==> src/rtl/fa_pkg.sv <==
// Shared types and default sizing for the flight-attendant call panel.
// The FSM state type lives here so the panel and any future monitor agree on encoding.
package fa_pkg;

    localparam int NUM_SEATS_DEF     = 8;
    localparam int SEAT_W_DEF        = 3;
    localparam int CLEAR_TIMEOUT_DEF = 15;

    typedef enum logic [1:0] {
        IDLE       = 2'd0,
        PRESENT    = 2'd1,
        CANCEL     = 2'd2,
        WAIT_CLEAR = 2'd3
    } fa_state_t;

endpackage

==> src/rtl/fa_attendant_panel_if.sv <==
// Console-side handshake of the attendant panel: one presented call, ack, status.
// master = attendant console, slave = panel.
interface fa_attendant_panel_if
    import fa_pkg::*;
#(
    parameter int SEAT_W = SEAT_W_DEF
);

    logic              ack;
    logic              req_valid;
    logic [SEAT_W-1:0] req_seat;
    logic [SEAT_W:0]   pending_count;
    logic              timeout_err;

    modport master (
        output ack,
        input  req_valid,
        input  req_seat,
        input  pending_count,
        input  timeout_err
    );

    modport slave (
        input  ack,
        output req_valid,
        output req_seat,
        output pending_count,
        output timeout_err
    );

endinterface

==> src/rtl/fa_seat_fifo.sv <==
// Arrival-order queue of seat indices with a show-ahead head.
// A seat is never queued twice, so DEPTH entries are always enough.
module fa_seat_fifo
    import fa_pkg::*;
#(
    parameter int DEPTH  = NUM_SEATS_DEF,
    parameter int SEAT_W = SEAT_W_DEF
) (
    input  logic              clk,
    input  logic              reset,
    input  logic              push,
    input  logic [SEAT_W-1:0] push_seat,
    input  logic              pop,
    output logic [SEAT_W-1:0] head,
    output logic              empty,
    output logic              full,
    output logic [SEAT_W:0]   count
);

    localparam int PTR_W = (DEPTH > 1) ? $clog2(DEPTH) : 1;

    logic [SEAT_W-1:0] mem [DEPTH];
    logic [PTR_W-1:0]  wr_ptr_reg;
    logic [PTR_W-1:0]  rd_ptr_reg;
    logic [SEAT_W:0]   count_reg;
    logic              do_push;
    logic              do_pop;

    function automatic logic [PTR_W-1:0] ptr_inc(input logic [PTR_W-1:0] p);
        return (p == PTR_W'(DEPTH - 1)) ? '0 : p + 1'b1;
    endfunction

    assign do_push = push && !full;
    assign do_pop  = pop && !empty;

    always_ff @(posedge clk) begin
        if (do_push) begin
            mem[wr_ptr_reg] <= push_seat;
        end
    end

    always_ff @(posedge clk or negedge reset) begin
        if (!reset) begin
            wr_ptr_reg <= '0;
            rd_ptr_reg <= '0;
            count_reg  <= '0;
        end else begin
            if (do_push) begin
                wr_ptr_reg <= ptr_inc(wr_ptr_reg);
            end
            if (do_pop) begin
                rd_ptr_reg <= ptr_inc(rd_ptr_reg);
            end
            case ({do_push, do_pop})
                2'b10:   count_reg <= count_reg + 1'b1;
                2'b01:   count_reg <= count_reg - 1'b1;
                default: count_reg <= count_reg;
            endcase
        end
    end

    assign head  = mem[rd_ptr_reg];
    assign empty = (count_reg == '0);
    assign full  = (count_reg == (SEAT_W + 1)'(DEPTH));
    assign count = count_reg;

endmodule

==> src/rtl/fa_attendant_panel.sv <==
// Attendant end of the call interface: detects seat-light rises, queues them in
// arrival order, presents one at a time and pulses cancel on acknowledge.
module fa_attendant_panel
    import fa_pkg::*;
#(
    parameter int NUM_SEATS     = NUM_SEATS_DEF,
    parameter int SEAT_W        = SEAT_W_DEF,
    parameter int CLEAR_TIMEOUT = CLEAR_TIMEOUT_DEF
) (
    input  logic                 clk,
    input  logic                 reset,
    input  logic [NUM_SEATS-1:0] light_state,
    output logic [NUM_SEATS-1:0] cancel_out,
    fa_attendant_panel_if.slave  console
);

    localparam int CNT_W = $clog2(CLEAR_TIMEOUT + 1);

    fa_state_t             state_reg, state_next;
    logic [NUM_SEATS-1:0]  light_q_reg;
    logic [NUM_SEATS-1:0]  pend_reg, pend_next;
    logic [NUM_SEATS-1:0]  queued_reg, queued_next;
    logic [NUM_SEATS-1:0]  cancel_reg, cancel_next;
    logic [SEAT_W-1:0]     seat_reg, seat_next;
    logic [CNT_W-1:0]      cnt_reg, cnt_next;
    logic                  timeout_err_reg;
    logic                  timeout_set;

    logic [NUM_SEATS-1:0]  rise;
    logic [NUM_SEATS-1:0]  cand;
    logic [NUM_SEATS-1:0]  push_mask;
    logic [NUM_SEATS-1:0]  clr_mask;
    logic                  push;
    logic [SEAT_W-1:0]     push_seat;
    logic                  pop;
    logic [SEAT_W-1:0]     fifo_head;
    logic                  fifo_empty;
    logic                  fifo_full;
    logic [SEAT_W:0]       fifo_count;
    logic                  head_lit;
    logic                  seat_lit;

    assign rise = light_state & ~light_q_reg;
    assign cand = pend_reg & ~queued_reg;

    // Lowest index wins, so simultaneous calls enqueue in ascending seat order.
    always_comb begin
        push      = 1'b0;
        push_seat = '0;
        for (int i = NUM_SEATS - 1; i >= 0; i--) begin
            if (cand[i]) begin
                push      = 1'b1;
                push_seat = SEAT_W'(i);
            end
        end
    end

    assign push_mask = push ? (NUM_SEATS'(1) << push_seat) : '0;
    assign head_lit  = light_state[fifo_head];
    assign seat_lit  = light_state[seat_reg];

    fa_seat_fifo #(
        .DEPTH  (NUM_SEATS),
        .SEAT_W (SEAT_W)
    ) u_fifo (
        .clk       (clk),
        .reset     (reset),
        .push      (push),
        .push_seat (push_seat),
        .pop       (pop),
        .head      (fifo_head),
        .empty     (fifo_empty),
        .full      (fifo_full),
        .count     (fifo_count)
    );

    always_comb begin
        state_next  = state_reg;
        seat_next   = seat_reg;
        cnt_next    = cnt_reg;
        cancel_next = '0;
        clr_mask    = '0;
        pop         = 1'b0;
        timeout_set = 1'b0;
        case (state_reg)
            IDLE: begin
                if (!fifo_empty) begin
                    if (head_lit) begin
                        state_next = PRESENT;
                    end else begin
                        // Passenger already cancelled: drop silently, no pulse.
                        pop      = 1'b1;
                        clr_mask = NUM_SEATS'(1) << fifo_head;
                    end
                end
            end
            PRESENT: begin
                if (console.ack) begin
                    pop         = 1'b1;
                    seat_next   = fifo_head;
                    cancel_next = NUM_SEATS'(1) << fifo_head;
                    state_next  = CANCEL;
                end else if (!head_lit) begin
                    pop        = 1'b1;
                    clr_mask   = NUM_SEATS'(1) << fifo_head;
                    state_next = IDLE;
                end
            end
            CANCEL: begin
                cnt_next   = CNT_W'(CLEAR_TIMEOUT);
                state_next = WAIT_CLEAR;
            end
            WAIT_CLEAR: begin
                if (!seat_lit) begin
                    clr_mask   = NUM_SEATS'(1) << seat_reg;
                    state_next = IDLE;
                end else if (cnt_reg <= CNT_W'(1)) begin
                    timeout_set = 1'b1;
                    clr_mask    = NUM_SEATS'(1) << seat_reg;
                    state_next  = IDLE;
                end else begin
                    cnt_next = cnt_reg - 1'b1;
                end
            end
            default: state_next = IDLE;
        endcase
    end

    // A rise on an already-queued seat is remembered in pend until queued clears.
    assign pend_next   = (pend_reg & ~push_mask) | rise;
    assign queued_next = (queued_reg & ~clr_mask) | push_mask;

    always_ff @(posedge clk or negedge reset) begin
        if (!reset) begin
            state_reg       <= IDLE;
            light_q_reg     <= '0;
            pend_reg        <= '0;
            queued_reg      <= '0;
            cancel_reg      <= '0;
            seat_reg        <= '0;
            cnt_reg         <= '0;
            timeout_err_reg <= 1'b0;
        end else begin
            state_reg       <= state_next;
            light_q_reg     <= light_state;
            pend_reg        <= pend_next;
            queued_reg      <= queued_next;
            cancel_reg      <= cancel_next;
            seat_reg        <= seat_next;
            cnt_reg         <= cnt_next;
            timeout_err_reg <= timeout_err_reg | timeout_set;
        end
    end

    a_no_overflow: assert property (@(posedge clk) disable iff (!reset) !(push && fifo_full));

    assign cancel_out            = cancel_reg;
    assign console.req_valid     = (state_reg == PRESENT);
    assign console.req_seat      = (state_reg == PRESENT) ? fifo_head : '0;
    assign console.pending_count = fifo_count;
    assign console.timeout_err   = timeout_err_reg;

endmodule

==> src/flat_wrapper.sv <==
// flat-port wrapper written by rule: the top's interface ports become plain ports
module fa_attendant_panel_flat import fa_pkg::*;
#(
    parameter int NUM_SEATS     = NUM_SEATS_DEF,
    parameter int SEAT_W        = SEAT_W_DEF,
    parameter int CLEAR_TIMEOUT = CLEAR_TIMEOUT_DEF
)
  (clk, reset, light_state, cancel_out, console_ack, console_req_valid, console_req_seat, console_pending_count, console_timeout_err);
  fa_attendant_panel_if #(.SEAT_W(SEAT_W)) console_i ();
  input  logic clk;
  input  logic reset;
  input  logic [NUM_SEATS-1:0] light_state;
  output logic [NUM_SEATS-1:0] cancel_out;
  input wire logic [$bits(console_i.ack)-1:0] console_ack;
  output wire logic [$bits(console_i.req_valid)-1:0] console_req_valid;
  output wire logic [$bits(console_i.req_seat)-1:0] console_req_seat;
  output wire logic [$bits(console_i.pending_count)-1:0] console_pending_count;
  output wire logic [$bits(console_i.timeout_err)-1:0] console_timeout_err;
  assign console_i.ack = console_ack;
  assign console_req_valid = console_i.req_valid;
  assign console_req_seat = console_i.req_seat;
  assign console_pending_count = console_i.pending_count;
  assign console_timeout_err = console_i.timeout_err;
  fa_attendant_panel #(.NUM_SEATS(NUM_SEATS), .SEAT_W(SEAT_W), .CLEAR_TIMEOUT(CLEAR_TIMEOUT)) u_core (.clk(clk), .reset(reset), .light_state(light_state), .cancel_out(cancel_out), .console(console_i));
endmodule
==> config.mk <==
export PLATFORM = sky130hd
export DESIGN_NAME = fa_attendant_panel_flat
export DESIGN_NICKNAME = d
export VERILOG_FILES = /design/src/rtl/fa_pkg.sv /design/src/rtl/fa_attendant_panel_if.sv /design/src/rtl/fa_seat_fifo.sv /design/src/rtl/fa_attendant_panel.sv /design/src/flat_wrapper.sv
export SDC_FILE = /design/constraint.sdc
export NUM_CORES = 1
export LEC_CHECK = 0
export CAP_MARGIN = 5
export CORE_ASPECT_RATIO = 1.5
export CORE_UTILIZATION = 45
export CTS_CLUSTER_DIAMETER = 40
export CTS_CLUSTER_SIZE = 40
export DETAILED_ROUTE_END_ITERATION = 7
export GPL_ROUTABILITY_DRIVEN = 0
export PLACE_DENSITY = 0.68
export SLEW_MARGIN = 0
export SYNTH_ARGS = -nofsm -noshare
export SYNTH_HDL_FRONTEND = slang
export SYNTH_HIERARCHICAL = 1
export SYNTH_SLANG_ARGS = --single-unit
==> constraint.sdc <==
create_clock -name clk -period 8 [get_ports clk]
set_input_delay 1.6 -clock clk [delete_from_list [all_inputs] [get_ports clk]]
set_output_delay 1.6 -clock clk [all_outputs]
set_load 0.05 [all_outputs]
Word-level counts from Yosys, hierarchy flattened:

Memory sizes are Yosys's and may differ from the RTL's.
Cells that the tools add are included.
W data, S select, Z words.

* flip-flop bits (word level): 52
* RAM bits: 24
* bits of input ports: 11
* output and inout bits: 17
* logic and storage cells: 111
* memories kept: 1

Memory list
* u_core.u_fifo.mem: depth 8, bits a word 3, read ports 1, clocked after Yosys merged registers in 0, write ports 1, RTL line fa_seat_fifo.sv:22 `logic [SEAT_W-1:0] mem [DEPTH];`

* add/subtract/negate cells: 5
* order comparisons: 3
* eq/ne operators: 14
* shifts and indexed selects: 3
* mux-type cells: 52
* bitwise operators: 11
* reduce and logical (&&, ||, !) cells: 11

Operators with widths (count)
* $mux W8: 8
* $mux W3: 11
* $and A8 B8 Y8: 4
* $not A8 Y8: 4
* $pmux W8 S3: 1
* $shl A1 B3 Y8 const A: 3
* $mux W1: 18
* $or A8 B8 Y8: 2
* $pmux W4 S2: 2
* $mux W2: 6
* $lt A3 B4 Y1 const B: 2
* $mux W4: 2
* $pmux W2 S4: 1
* $sub A4 B1 Y4 const B: 2
* $add A3 B1 Y3 const B: 2
* $bmux W1 S3: 2
* $eq A2 B2 Y1 const B: 3
* $eq A3 B3 Y1 const B: 2
* $ne A3 B3 Y1 const B: 2
* $add A4 B1 Y4 const B: 1
* $eq A2 B1 Y1 const B: 2
* $eq A4 B4 Y1 const B: 1
* $le A4 B1 Y1 const B: 1
* $logic_not A4 Y1: 1
* 11 further kinds: 16

Longest topological paths before layout:

Gate-level depths: netlist of the first run.

* depth in word-level cells: 15
* gate-level depth with buffers: 15
* depth with buffers taken out: 14

Modules after synthesis:

The synthesis of the first run kept the hierarchy.

Modules (own cells, without submodules)
* fa_attendant_panel: instances 1, cells each 208, area an instance 2130.8 µm², sequential area each 1051.0 µm²
* fa_seat_fifo: instances 1, cells each 104, area an instance 1619.1 µm², sequential area each 970.9 µm²

Worst setup path after synthesis of the first run:

OpenSTA, ideal clock, no wires.

* path kind: register -> output
* start point: register u_core.u_fifo.rd_ptr_reg[0]
* end point: output port console_req_seat[0]
* data arrival time: 2.513 ns
* data required time: 6.400 ns
* slack: 3.887 ns
* stages on the path, launching flop included: 7
* buffers on the path: 2
* path through: dfrtp_1 > buf_2 > mux4_2 > mux2_2 > clkbuf_1 > inv_1 > nor3_1

* word-level cells in the longest chain between the ends: 2

Ends and longest elaborated chain
* start: declaration: RTL line fa_seat_fifo.sv:24 `logic [PTR_W-1:0] rd_ptr_reg;`
* start signal: assignment: RTL line fa_seat_fifo.sv:52 `rd_ptr_reg <= ptr_inc(rd_ptr_reg);`
* $mem_v2 Z8 W3
* via u_core.fifo_head[0]: RTL line fa_attendant_panel.sv:36 `logic [SEAT_W-1:0] fifo_head;`
* $mux W3: RTL line fa_attendant_panel.sv:159 `assign console.req_seat = (state_reg == PRESENT) ? fifo_head : '0;`
* end: declaration: RTL line flat_wrapper.sv:16 `output wire logic [$bits(console_i.req_seat)-1:0] console_req_seat;`

The timed path passes the listed nets, and every way through them passes these cells.

Worst setup path after layout of the first run:

* start point: input port light_state[7]
* end point: register u_core.u_fifo.count_reg[3] (netlist: u_core/u_fifo/count[3])

* word-level cells in the longest chain between the ends: 8
* elaborated cells on any way between the ends: 11

Ends and longest elaborated chain
* start: declaration: RTL line flat_wrapper.sv:12 `input logic [NUM_SEATS-1:0] light_state;`
* $bmux W1 S3 *: RTL line fa_attendant_panel.sv:59 `assign head_lit = light_state[fifo_head];`
* $mux W1 (implied by the code) *: RTL line fa_attendant_panel.sv:59
* $mux W1 *: RTL line fa_attendant_panel.sv:88, fa_attendant_panel.sv:103
* $mux W1 (on tied branches): RTL line fa_attendant_panel.sv:98, fa_attendant_panel.sv:87
* $pmux W1 S2 *: RTL line fa_attendant_panel.sv:85 `case (state_reg)`
* via u_core.pop: RTL line fa_attendant_panel.sv:35 `logic pop;`
* $logic_and A1 B1 Y1 *: RTL line fa_seat_fifo.sv:34 `assign do_pop = pop && !empty;`
* via u_core.u_fifo.do_pop: RTL line fa_seat_fifo.sv:27 `logic do_pop;`
* $eq A2 B1 Y1 / $eq A2 B2 Y1 (equally long branches): RTL line fa_seat_fifo.sv:54 `case ({do_push, do_pop})`
* $pmux W4 S2 / $reduce_bool A2 Y1 (equally long branches)
* end signal: assignment: RTL line fa_seat_fifo.sv:55 `2'b10: count_reg <= count_reg + 1'b1;`
* end signal: assignment: RTL line fa_seat_fifo.sv:56 `2'b01: count_reg <= count_reg - 1'b1;`
* end signal: assignment: RTL line fa_seat_fifo.sv:57 `default: count_reg <= count_reg;`
* end: declaration: RTL line fa_seat_fifo.sv:25 `logic [SEAT_W:0] count_reg;`

The timed path passes the listed nets; every way through them passes the cells marked *. The select of a mux whose other input is x is not followed.
A chain may end at the register's enable or synchronous reset.

==> flow_summary.ini, run 1 <==
[placed_design]
port_buffers = 27
detailed_place.area_um2 = 4101
dp_hpwl_um = 5485

[drt]
wl_per_cell_um = 16.80
finalWirelength_um = 7579
avgViaCountPerCell = 5.568
drc = 0
ant_nets = 0
first_iter_violations = 140
drtPass1Iterations = 4
dr_total_vias = 2511

[global_route]
grt_first_pass_wirelength_um = 12550
grt_use_total = 0.1915
pin_count_of_the_biggest_net_entering_global_routing = 53
gr-total-overflow = 0
antenna_found_initial = 0
grt_pass1_vias = 2511

[setup_path]
critPathArrivalTime_ps = 4910
worstSetupStartpointType = primary input
timing.critical_path.slowest_cell_delay_ps = 550
reg2reg_from = u_core/u_fifo/rd_ptr_reg[0]
crit-reg2reg-capture = u_core/u_fifo/count[3]
cp.required_ps = 8210
timing.critical_path.mode_cell = sky130_fd_sc_hd__ha_1
crit_type = primary input to register
worst-r2r-setup-slack_ps = 3460
critical-path-slowest-cell = sky130_fd_sc_hd__or4b_1
setup.worst_path.end_class = register
critical_path_fanouts_max = 9
worstPathCellList = clkdlybuf4s50_1 > mux4_2 > mux2i_1 > or2_1 > a21oi_1 > nor2_1 > o41ai_2 > inv_1 > ha_1 > ha_1 > or4b_1 > o311ai_0 > o211ai_1
worst-r2r-cell-count = 14

[final_layout]
layout.nets = 362
n_antenna_cell = 0
design_area_um2 = 4402
finalCoreUtilization = 0.5463
flow.area_growth_from_synthesis_pct = 17.50
largest_reg_flops = 24
drive_above_1_share = 0.1474
largest-register = u_core/u_fifo/mem

[clocking]
ctsRootBufferMaster = sky130_fd_sc_hd__clkbuf_16
clk_latency_ps = 330
tritoncts = done
cts-root-to-sink-buffers = 2
cts_hold_repair.buffers = 0
cts_repair_resize_count = 0
clk_transition_reported_paths_ps = 60
postCtsSetupRepairBufs = 0
cts_inserted_buffers = 9
cts.sink_count = 76
htree_num_levels = 3

[worst_hold_path]
hold-path-endpoint = u_core/pend_reg[0]
timing.hold.worst.class = register to register
holdPathStages = 1
min-delay-start = u_core/light_q_reg[0]

[die]
floorplan.io_pins = 28
floorplan.core_area_um2 = 8058
die_x_extent_um = 76.50
chipHeight_um = 113.7
placement_rows = 40
die_area_um2 = 8701
starting_density = 0.4649

[sta]
setup_total_negative_slack_ps = 0
final_max_slew_viol_count = 0
period_minus_slack_ps = 4702
setup_viol = 0
tightest_slew_ps = 702.8
hold_viol = 0
finalClockSkew_ps = 5.986
headroom_to_the_max_slew_limit = 0.5272
fin_crit_sh = 0.5878
grt_setup_unrepaired = false
fmax_ghz = 0.2127

[power_and_ir_drop]
power.clock.fraction = 0.192
power_switching_mw = 0.8739
power_density_nw_per_um2 = 477.2
p_leak_nw = 1.784
combPwrFrac = 0.468
share_seq_of_total_power = 0.339
switching_share = 0.4160
power.internal_mw = 1.227
ir_worst_vdd_v = 0.0003164

[logic_synthesis]
syn-cell-area_um2 = 3746
post_syn_instances = 311
postSynthNetCount = 332
ys.warnings.count = 6
post_synth.cell_area_avg_um2 = 12.05

[status]
status = finished clean

[run]
cap_violations = 0
-- per-layer routing --
metal | GRT usage | share of wire | vias to the layer above | wire length [µm]
li1 | - | - | 1204 | -
met1 | 0.2136 | 0.41 | 1248 | 3138
met2 | 0.3387 | 0.53 | 43 | 4019
met3 | 0.04800 | 0.029 | 16 | 222
met4 | 0.09487 | 0.026 | 0 | 199
met5 | 0 | 0 | - | 0
-- cell usage in the layout (no fill, tap or decap), types with 3 or more instances in the layout --
| master | n |
|---|---|
| sky130_fd_sc_hd__and3_1 | 4 |
| sky130_fd_sc_hd__nand2b_1 | 9 |
| sky130_fd_sc_hd__mux2_4 | 3 |
| sky130_fd_sc_hd__nor2_1 | 19 |
| sky130_fd_sc_hd__clkbuf_16 | 9 |
| sky130_fd_sc_hd__mux2_2 | 6 |
| sky130_fd_sc_hd__o22ai_1 | 4 |
| sky130_fd_sc_hd__o21ai_1 | 5 |
| sky130_fd_sc_hd__clkdlybuf4s50_1 | 26 |
| sky130_fd_sc_hd__mux4_2 | 8 |
| sky130_fd_sc_hd__a21oi_1 | 8 |
| sky130_fd_sc_hd__ha_1 | 9 |
| sky130_fd_sc_hd__edfxtp_1 | 24 |
| sky130_fd_sc_hd__dfrtp_1 | 52 |
| sky130_fd_sc_hd__nand2_1 | 20 |
| sky130_fd_sc_hd__mux2i_1 | 5 |
| sky130_fd_sc_hd__clkinvlp_4 | 3 |
| sky130_fd_sc_hd__o21ai_0 | 16 |
| sky130_fd_sc_hd__inv_1 | 24 |
| sky130_fd_sc_hd__nand3_1 | 7 |
| sky130_fd_sc_hd__nor2b_1 | 9 |
| sky130_fd_sc_hd__nor3b_1 | 3 |
| sky130_fd_sc_hd__nor3_1 | 9 |
-- critical path: cells and delay by family --
family	cells	cell delay (ps)
buf+inv	2	580
fa+ha+maj	2	620
simple gates	3	860
compound gates	4	470
mux	2	770
-- power groups by stage --
stage          logic [mW]  registers [mW]  clock network [mW]
2_1_floorplan       0.749           0.705                   0
3_3_place_gp        0.958           0.715                   0
3_5_place_dp        0.987           0.720                   0
4_1_cts             0.989           0.715               0.412
5_1_grt              1.07           0.735               0.431
6_report            0.984           0.713               0.404
-- stage by stage --
step | total power, mW | hold WS (ps) | worst slack (ps) | instances
3_3_place_gp | 1.672 | 408.4 | 3137 | 435
2_1_floorplan | 1.454 | 399.6 | 3887 | 311
3_5_place_dp | 1.706 | 420.6 | 2947 | 435
5_1_grt | 2.238 | 446.2 | 3116 | 451
4_1_cts | 2.116 | 426.9 | 3286 | 451
6_report | 2.101 | 422.1 | 3298 | 451
-- worst max path at each step --
stage,endpoint,cells past startpoint,start
5_1_grt,u_core/u_fifo/count[3],13,light_state[7]
4_1_cts,u_core/u_fifo/count[3],13,light_state[7]
6_report,u_core/u_fifo/count[3],13,light_state[7]
3_3_place_gp,u_core/u_fifo/count[3],13,light_state[7]
2_1_floorplan,console_req_seat[0],6,u_core/u_fifo/rd_ptr_reg[0]
3_5_place_dp,u_core/u_fifo/count[3],13,light_state[7]
-- area by class of cell --
| type | count | area [µm²] |
|---|---|---|
| timing repair buffer | 28 | 272.8 |
| sequential | 76 | 2022 |
| fill | 669 | 3656 |
| clock inverter | 7 | 75.07 |
| multi-input combinational | 201 | 1582 |
| clock buffer | 9 | 225.2 |
| tap | 105 | 131.4 |
| inverter | 25 | 93.84 |
(Power assumes the default switching activity.)
==> run 2, diff against run 1 <==
Clock period 8 ns to 4.45 ns, I/O delays scaled along.
==> flow_summary.ini, run 2 (synthesis gave the netlist of run 1 again) <==
[placed_design]
port_buffers = 27
detailed_place.area_um2 = 4131
dp_hpwl_um = 5790

[status]
status = finished clean

[sta]
fmax_ghz = 0.2447
setup_total_negative_slack_ps = 0
final_max_slew_viol_count = 0
period_minus_slack_ps = 4087
hold_viol = 0
fin_crit_sh = 0.9184
setup_viol = 0
headroom_to_the_max_slew_limit = 0.4979
tightest_slew_ps = 753.2
grt_setup_unrepaired = false
finalClockSkew_ps = 4.302

[setup_path]
startpoint = u_core/u_fifo/rd_ptr_reg[0]
critical_path_fanouts_max = 12
critical-path-slowest-cell = sky130_fd_sc_hd__or4b_1
crit_type = register to register
setup.worst_path.end_class = register
crit-reg2reg-capture = u_core/u_fifo/count[3]
timing.critical_path.mode_cell = sky130_fd_sc_hd__mux4_2
timing.critical_path.slowest_cell_delay_ps = 530
worstPathCellList = mux4_2 > mux2_2 > mux4_2 > mux2i_2 > or2_1 > a21oi_1 > nor2_1 > o41ai_2 > inv_1 > ha_2 > ha_1 > or4b_1 > o311ai_0 > o211ai_1
worst-r2r-cell-count = 14
critPathArrivalTime_ps = 4300
worst-r2r-setup-slack_ps = 360
worstSetupStartpointType = register
cp.required_ps = 4660
reg2reg_from = u_core/u_fifo/rd_ptr_reg[0]

[drt]
drtPass1Iterations = 4
finalWirelength_um = 7888
ant_nets = 0
avgViaCountPerCell = 5.668
dr_total_vias = 2579
wl_per_cell_um = 17.34
drc = 0
first_iter_violations = 176

[clocking]
cts_inserted_buffers = 9
cts.sink_count = 76
postCtsSetupRepairBufs = 0
clk_transition_reported_paths_ps = 60
ctsRootBufferMaster = sky130_fd_sc_hd__clkbuf_16
clk_latency_ps = 340
htree_num_levels = 3
tritoncts = done
cts_hold_repair.buffers = 0
cts-root-to-sink-buffers = 2

[power_and_ir_drop]
power_switching_mw = 1.592
ir_worst_vdd_v = 0.0005253
switching_share = 0.4206
combPwrFrac = 0.484
power.internal_mw = 2.193
share_seq_of_total_power = 0.338
power_density_nw_per_um2 = 857.2
p_leak_nw = 1.793
power.clock.fraction = 0.178
finalPower_mw = 3.785

[final_layout]
layout.cells.most_common = sky130_fd_sc_hd__dfrtp_1
fillCellCount = 696
largest_reg_flops = 24
layout.nets = 366
n_antenna_cell = 0
multiInputGateArea_um2 = 1588
final_cell_mix = sky130_fd_sc_hd__dfrtp_1, sky130_fd_sc_hd__clkdlybuf4s50_1, sky130_fd_sc_hd__inv_1, sky130_fd_sc_hd__edfxtp_1, sky130_fd_sc_hd__nand2_1
largest-register = u_core/u_fifo/mem
flow.area_growth_from_synthesis_pct = 17.87
design_area_um2 = 4415
combined_flip_flop_and_latch_cell_area_um2 = 2023
drive_above_1_share = 0.1629

[die]
starting_density = 0.4649
placement_rows = 40
die_area_um2 = 8701
floorplan.io_pins = 28
floorplan.core_area_um2 = 8058
die_x_extent_um = 76.50
chipHeight_um = 113.7

[run]
cap_violations = 0

[worst_hold_path]
hold-path-endpoint = u_core/pend_reg[0]
min-delay-start = u_core/light_q_reg[0]
holdPathStages = 1
timing.hold.worst.class = register to register

[global_route]
grt_pass1_vias = 2701
gr-total-overflow = 0
grt_use_total = 0.2035
grt_first_pass_wirelength_um = 13390
antenna_found_initial = 0
pin_count_of_the_biggest_net_entering_global_routing = 43
## run 2: critical path: cells and delay by family, from the launching register on
family                   cells  cell delay (ps)
AND/OR/NAND/NOR              3              820
flip-flops                   1              440
buffers and inverters        1               90
multiplexers                 4             1620
adder cells (fa/ha/maj)      2              560
AO/OA/AOI/OAI                4              450
## run 2: power groups by stage
stage	clock, mW	combinational (mW)	sequential [mW]
5_1_grt	0.716	2.02	1.31
3_5_place_dp	0	1.82	1.28
6_report	0.674	1.83	1.28
2_1_floorplan	0	1.35	1.27
3_3_place_gp	0	1.77	1.28
4_1_cts	0.687	1.83	1.28
## run 2: layout make-up
type,instances,area share
flip-flops and latches,76,0.4582
multi-input cells,201,0.3596
repair buffers,32,0.06857
clock buffers,9,0.05101
well taps,105,0.02975
inverters,25,0.02125
clock inverters,7,0.01162
## run 2: metrics by stage
| stage | utilization | setup WS [ps] | hold WS (ps) | cells |
|---|---|---|---|---|
| after floorplan | - | 601.5 | 399.6 | 311 |
| after global placement | 0.5127 | 315.7 | 410.3 | 439 |
| after detailed placement | 0.5127 | 218.7 | 419.6 | 439 |
| after CTS | 0.5471 | 186.1 | 424.0 | 455 |
| after global routing | 0.5480 | 41.83 | 430.7 | 455 |
| final | 0.5480 | 362.9 | 420.8 | 455 |
## run 2: timing repair
action / CTS / global route
resized for setup: 0 / 3
endpoints found under the setup margin: 0 / 1
endpoints found under the hold margin: 0 / 0
## run 2: layer usage
| metal | share of wire | vias to the layer above | GRT usage |
|---|---|---|---|
| li1 | - | 1216 | - |
| met1 | 0.40 | 1279 | 0.2261 |
| met2 | 0.53 | 61 | 0.3598 |
| met3 | 0.029 | 23 | 0.04880 |
| met4 | 0.036 | 0 | 0.1077 |
| met5 | 0 | - | 0 |
## run 2: worst max-delay path by stage
stage	endpoint	slack, ps	cells after the start
global placement	u_core/u_fifo/count[3]	320	13
global route	u_core/u_fifo/count[3]	40	14
detailed placement	u_core/u_fifo/count[3]	220	13
finish	u_core/u_fifo/count[3]	360	14
CTS	u_core/u_fifo/count[3]	190	14
floorplan	u_core/u_fifo/count[3]	600	15
==> RTL edit 1, RTL diff (config.mk and constraints of run 1) <==
Re-encode `fa_state_t` (4 states) as Gray code, 2 bits wide.
--- a/src/rtl/fa_pkg.sv
+++ b/src/rtl/fa_pkg.sv
@@ -8,8 +8,8 @@
 
     typedef enum logic [1:0] {
-        IDLE       = 2'd0,
-        PRESENT    = 2'd1,
-        CANCEL     = 2'd2,
-        WAIT_CLEAR = 2'd3
+        IDLE       = 2'b00,
+        PRESENT    = 2'b01,
+        CANCEL     = 2'b11,
+        WAIT_CLEAR = 2'b10
     } fa_state_t;
 
Formal check against the unedited RTL: no difference found for any inputs over 4 cycles, from zero or initial values and one cycle with reset low; so few cycles prove little.
==> RTL edit 1 against run 1 <==
- the run now ends with DRC left
- area after synthesis decreased by 1.9%
- setup slack got worse by 70 ps
- maximum frequency fell by 1.5%
- wire length rose by 2.0%
- sequential cell count is the same
- final area shrank 1.6%
- global-route usage is 1.6 points higher
- final cell count is 0.22% lower
- register-to-register slack got worse by 130 ps
- first-iteration DRC count is 50% higher
- critical path type unchanged
Power is left out: the tool's default activity adds up to more than one toggle a clock period on the data nets, which glitch-free logic cannot reach.
==> RTL edit 1: results (changes against run 1) <==
Clocking
  • CTS Buf Count: 9 (unchanged)
  • CTS root buf: clkbuf_16
  • Post-CTS Setup Repair Bufs: 0 (unchanged)
  • Max Buffers Root-to-Sink: 2 (unchanged)
  • Htree depth: 3 (unchanged)
  • Clock latency on the worst-skew pair: 340 ps
  • PostCTS Resize Cnt: 0 (unchanged)
  • Clk slew on worst S/H paths: 50 ps

Critical path
  • Crit-path max FO: 9 (unchanged)
  • R2r worst-path depth: 12 (-2)
  • Reg2reg end: u_core/u_fifo/count[3]
  • RR Startpoint: u_core/u_fifo/rd_ptr_reg[0]
  • Reg-to-reg slack, setup: 3330 ps (-130 ps)
  • Worst endpoint data arrival time: 4980 ps (+70 ps)

GRT
  • Pin count of the biggest net entering global routing: 53 (unchanged)
  • Initial antenna violation count: 0 (unchanged)
  • Met2 Use GR: 0.343 (+0.00462)
  • Vias in the first global route: 2550 (+1.6%)
  • Met3 usage: 0.0374 (-0.0106)
  • GRT Overall Usage: 0.207 (+0.0158)
  • Global-route wire length before repair: 12700 um (+0.93%)
  • GRT met1 Usage: 0.240 (+0.0266)

Cells and area
  • Reg with most FFs: u_core/u_fifo/mem
  • Layout Nets: 361 (-0.28%)
  • Max FFs per register: 24 (unchanged)
  • Fraction of layout cells with a size suffix above 1: 0.122 (-0.0257)
  • Ant. Diodes: 0 (unchanged)
  • FILL cells: 668 (-0.15%)

Synthesis
  • Syn. warnings: 6 (unchanged)
  • Synthesized Nets: 333 (+0.30%)

STA
  • Setup violators final: 0 (unchanged)
  • Layout Skew: 5.96 ps (-0.0305 ps)
  • Slew @ Worst Pin: 703 ps (+0.443 ps)

Route
  • Drt drc: 1 (+1)
  • Routed wire length: 7730 um (+2.0%)
  • Met2 routed WL: 4140 um (+3.0%)
  • WL met1: 2990 um (-4.8%)
  • First drt pass iteration count: 6 (+2)
  • WL met3: 240 um (+8.1%)
  • Vias: 2479 (-1.3%)
  • Top Metal Used: met4
  • First DRT Iteration DRCs: 210 (+50%)

Hold path
  • Hold crit path type: reg2reg
  • End of the worst hold path: u_core/pend_reg[0]
  • Hold path startpoint: u_core/light_q_reg[0]
  • Hold path depth: 1 (unchanged)

Status
  • Outcome: complete, but fails checks
  • Failing checks: DRC

Placed design
  • I/O Buffers: 27 (unchanged)
  • Detailed Place HPWL: 5690 um (+3.8%)
-- RTL edit 1: worst max-delay path, cell delays in order --
cell and delay [ps]:
clkdlybuf4s50_1 460, mux4_2 570, mux2_2 310, o31ai_1 320, o41ai_2 200, inv_1 90
ha_1 300, ha_1 340, or4b_1 530, o311ai_0 120, o211ai_1 130
-- RTL edit 1: how the worst max path moves through the flow --
stage / startpoint / slack [ps] / to
6_report: light_state[3] / 3230 / u_core/u_fifo/count[3]
5_1_grt: light_state[2] / 3020 / u_core/u_fifo/count[3]
4_1_cts: light_state[3] / 3250 / u_core/u_fifo/count[3]
3_5_place_dp: light_state[2] / 2940 / u_core/u_fifo/count[3]
3_3_place_gp: light_state[3] / 3030 / u_core/u_fifo/count[3]
2_1_floorplan: light_state[3] / 3710 / u_core/u_fifo/count[3]
-- RTL edit 1: cell type report --
| type | count | area [sq um] | area share |
|---|---|---|---|
| flip-flops and latches | 76 | 2020 | 0.467 |
| multi-input cells | 206 | 1520 | 0.352 |
| repair buffers | 28 | 273 | 0.0630 |
| clock buffers | 10 | 229 | 0.0529 |
| well taps | 105 | 131 | 0.0303 |
| clock inverters | 6 | 78.8 | 0.0182 |
| inverters | 19 | 71.3 | 0.0165 |
-- RTL edit 1: metrics by stage --
stage / instances / worst slack (ps) / hold slack [ps] / instance area [sq um] / util
6_report: 450 / 3230 / 415 / 4330 / 0.544
2_1_floorplan: 312 / 3710 / 400 / 3680 / -
3_5_place_dp: 434 / 2940 / 412 / 4020 / 0.505
5_1_grt: 450 / 3020 / 451 / 4330 / 0.544
3_3_place_gp: 434 / 3030 / 406 / 4020 / 0.505
4_1_cts: 450 / 3250 / 422 / 4330 / 0.544
==> RTL edit 2, RTL diff (config.mk and constraints of run 1) <==
Made on the original files. Change the package constant `NUM_SEATS_DEF` from 8 to 4.
--- a/src/rtl/fa_pkg.sv
+++ b/src/rtl/fa_pkg.sv
@@ -3,5 +3,5 @@
 package fa_pkg;
 
-    localparam int NUM_SEATS_DEF     = 8;
+    localparam int NUM_SEATS_DEF     = 4;
     localparam int SEAT_W_DEF        = 3;
     localparam int CLEAR_TIMEOUT_DEF = 15;
Ports: changed (resized cancel_out and light_state); port bits go from 28 to 20. The function was not compared with the original's and may differ.
==> RTL edit 2 against run 1 <==
- via count fell by 38%
- count of clock-buffer cells in the layout fell by 4
- setup slack improved by 260 ps
- total power fell by 42%
- core utilization rose by 0.65 points
- global-route usage fell by 1.4 points
- die area fell by 37%
- maximum frequency rose by 5.8%
- clock power fell by 58%
- area after synthesis fell by 38%
- sequential cell count fell by 30
- first-iteration DRC count fell by 69%
- final area fell by 39%
- largest cell class unchanged
- wire length fell by 44%
==> RTL edit 2: results (changes against run 1) <==
Critical path
  • R2r worst-path depth: 10 (-4)
  • Critical-path top delay cell: mux4_2
  • Reg-to-reg slack, setup: 4260 ps (+800 ps)
  • Delay-heaviest family, CP: compound AO/OA/AOI/OAI gates

Hold path
  • Hold path startpoint: u_core/light_q_reg[3]
  • End of the worst hold path: u_core/pend_reg[3]

Power
  • Maximum vdd drop: 291 uV (-8.1%)
  • Switch Pwr: 0.524 mW (-40%)
  • Leak Pwr: 1.12 nW (-37%)

Status
  • Outcome: finished, final reports clean

Clocking
  • Htree depth: 2 (-1)
  • CTS root buf: clkbuf_8
  • Post-CTS Setup Repair Bufs: 0 (unchanged)
  • CTS Buf Count: 5 (-4)
  • Clk slew on worst S/H paths: 90 ps (+30 ps)
  • Clock latency on the worst-skew pair: 300 ps (-30 ps)
  • Max Buffers Root-to-Sink: 2 (unchanged)

Placed design
  • Detailed Place HPWL: 3180 um (-42%)
  • I/O Buffers: 19 (-30%)

Route
  • First DRT Iteration DRCs: 43 (-69%)
  • Routed wire length: 4250 um (-44%)
  • Vias: 1546 (-38%)

Floorplanning
  • Chip width: 60.6 um (-21%)

Cells and area
  • Fraction of layout cells with a size suffix above 1: 0.142 (-0.00585)
  • Max FFs per register: 12 (-50%)

GRT
  • GRT Overall Usage: 0.178 (-0.0137)
  • Met3 usage: 0.0374 (-0.0106)
  • Global-route wire length before repair: 7210 um (-43%)
  • GRT met1 Usage: 0.214 (+0.000504)

STA
  • Layout Skew: 10.3 ps (+4.28 ps)
  • WHS: 412 ps (-10.4 ps)
## RTL edit 2: worst max path at each step
stage / start / endpoint / slack (ps)
after floorplan: light_state[3] / u_core/u_fifo/count[3] / 3980
after global placement: light_state[3] / u_core/u_fifo/count[3] / 3300
after detailed placement: light_state[2] / u_core/u_fifo/count[3] / 3250
after CTS: light_state[1] / u_core/u_fifo/count[3] / 3550
after global routing: light_state[1] / u_core/u_fifo/count[3] / 3340
final: light_state[2] / u_core/u_fifo/count[3] / 3550
## RTL edit 2: final cells by class
cell class                      instances  area [sq um]
Clock buffer                            5          68.8
Timing Repair Buffer                   20           198
Tap cell                               66          82.6
Inverter                               17          63.8
Fill cell                             443          2190
Clock inverter                          3          40.0
Multi-Input combinational cell        128          1040
Sequential cell                        46          1210
## RTL edit 2: per-stage QoR
stage	total power [mW]	area, sq um	instances	setup WS (ps)
3_3_place_gp	1.05	2590	277	3300
2_1_floorplan	0.910	2330	194	3980
6_report	1.22	2700	285	3550
5_1_grt	1.32	2700	285	3340
3_5_place_dp	1.06	2590	277	3250
4_1_cts	1.24	2700	285	3550
## RTL edit 2: layer usage
layer,up-vias,part of all wire,routed length (um)
met4,0,0.024,104
li1,742,-,-
met2,46,0.54,2310
met3,8,0.036,153
met1,750,0.40,1680
met5,-,0,0
## RTL edit 2: power by group through the flow
| stage | registers [mW] | logic [mW] | clock network, mW |
|---|---|---|---|
| global route | 0.442 | 0.696 | 0.184 |
| detailed placement | 0.432 | 0.633 | 0 |
| CTS | 0.428 | 0.636 | 0.172 |
| finish | 0.427 | 0.630 | 0.168 |
| global placement | 0.427 | 0.624 | 0 |
| floorplan | 0.446 | 0.465 | 0 |
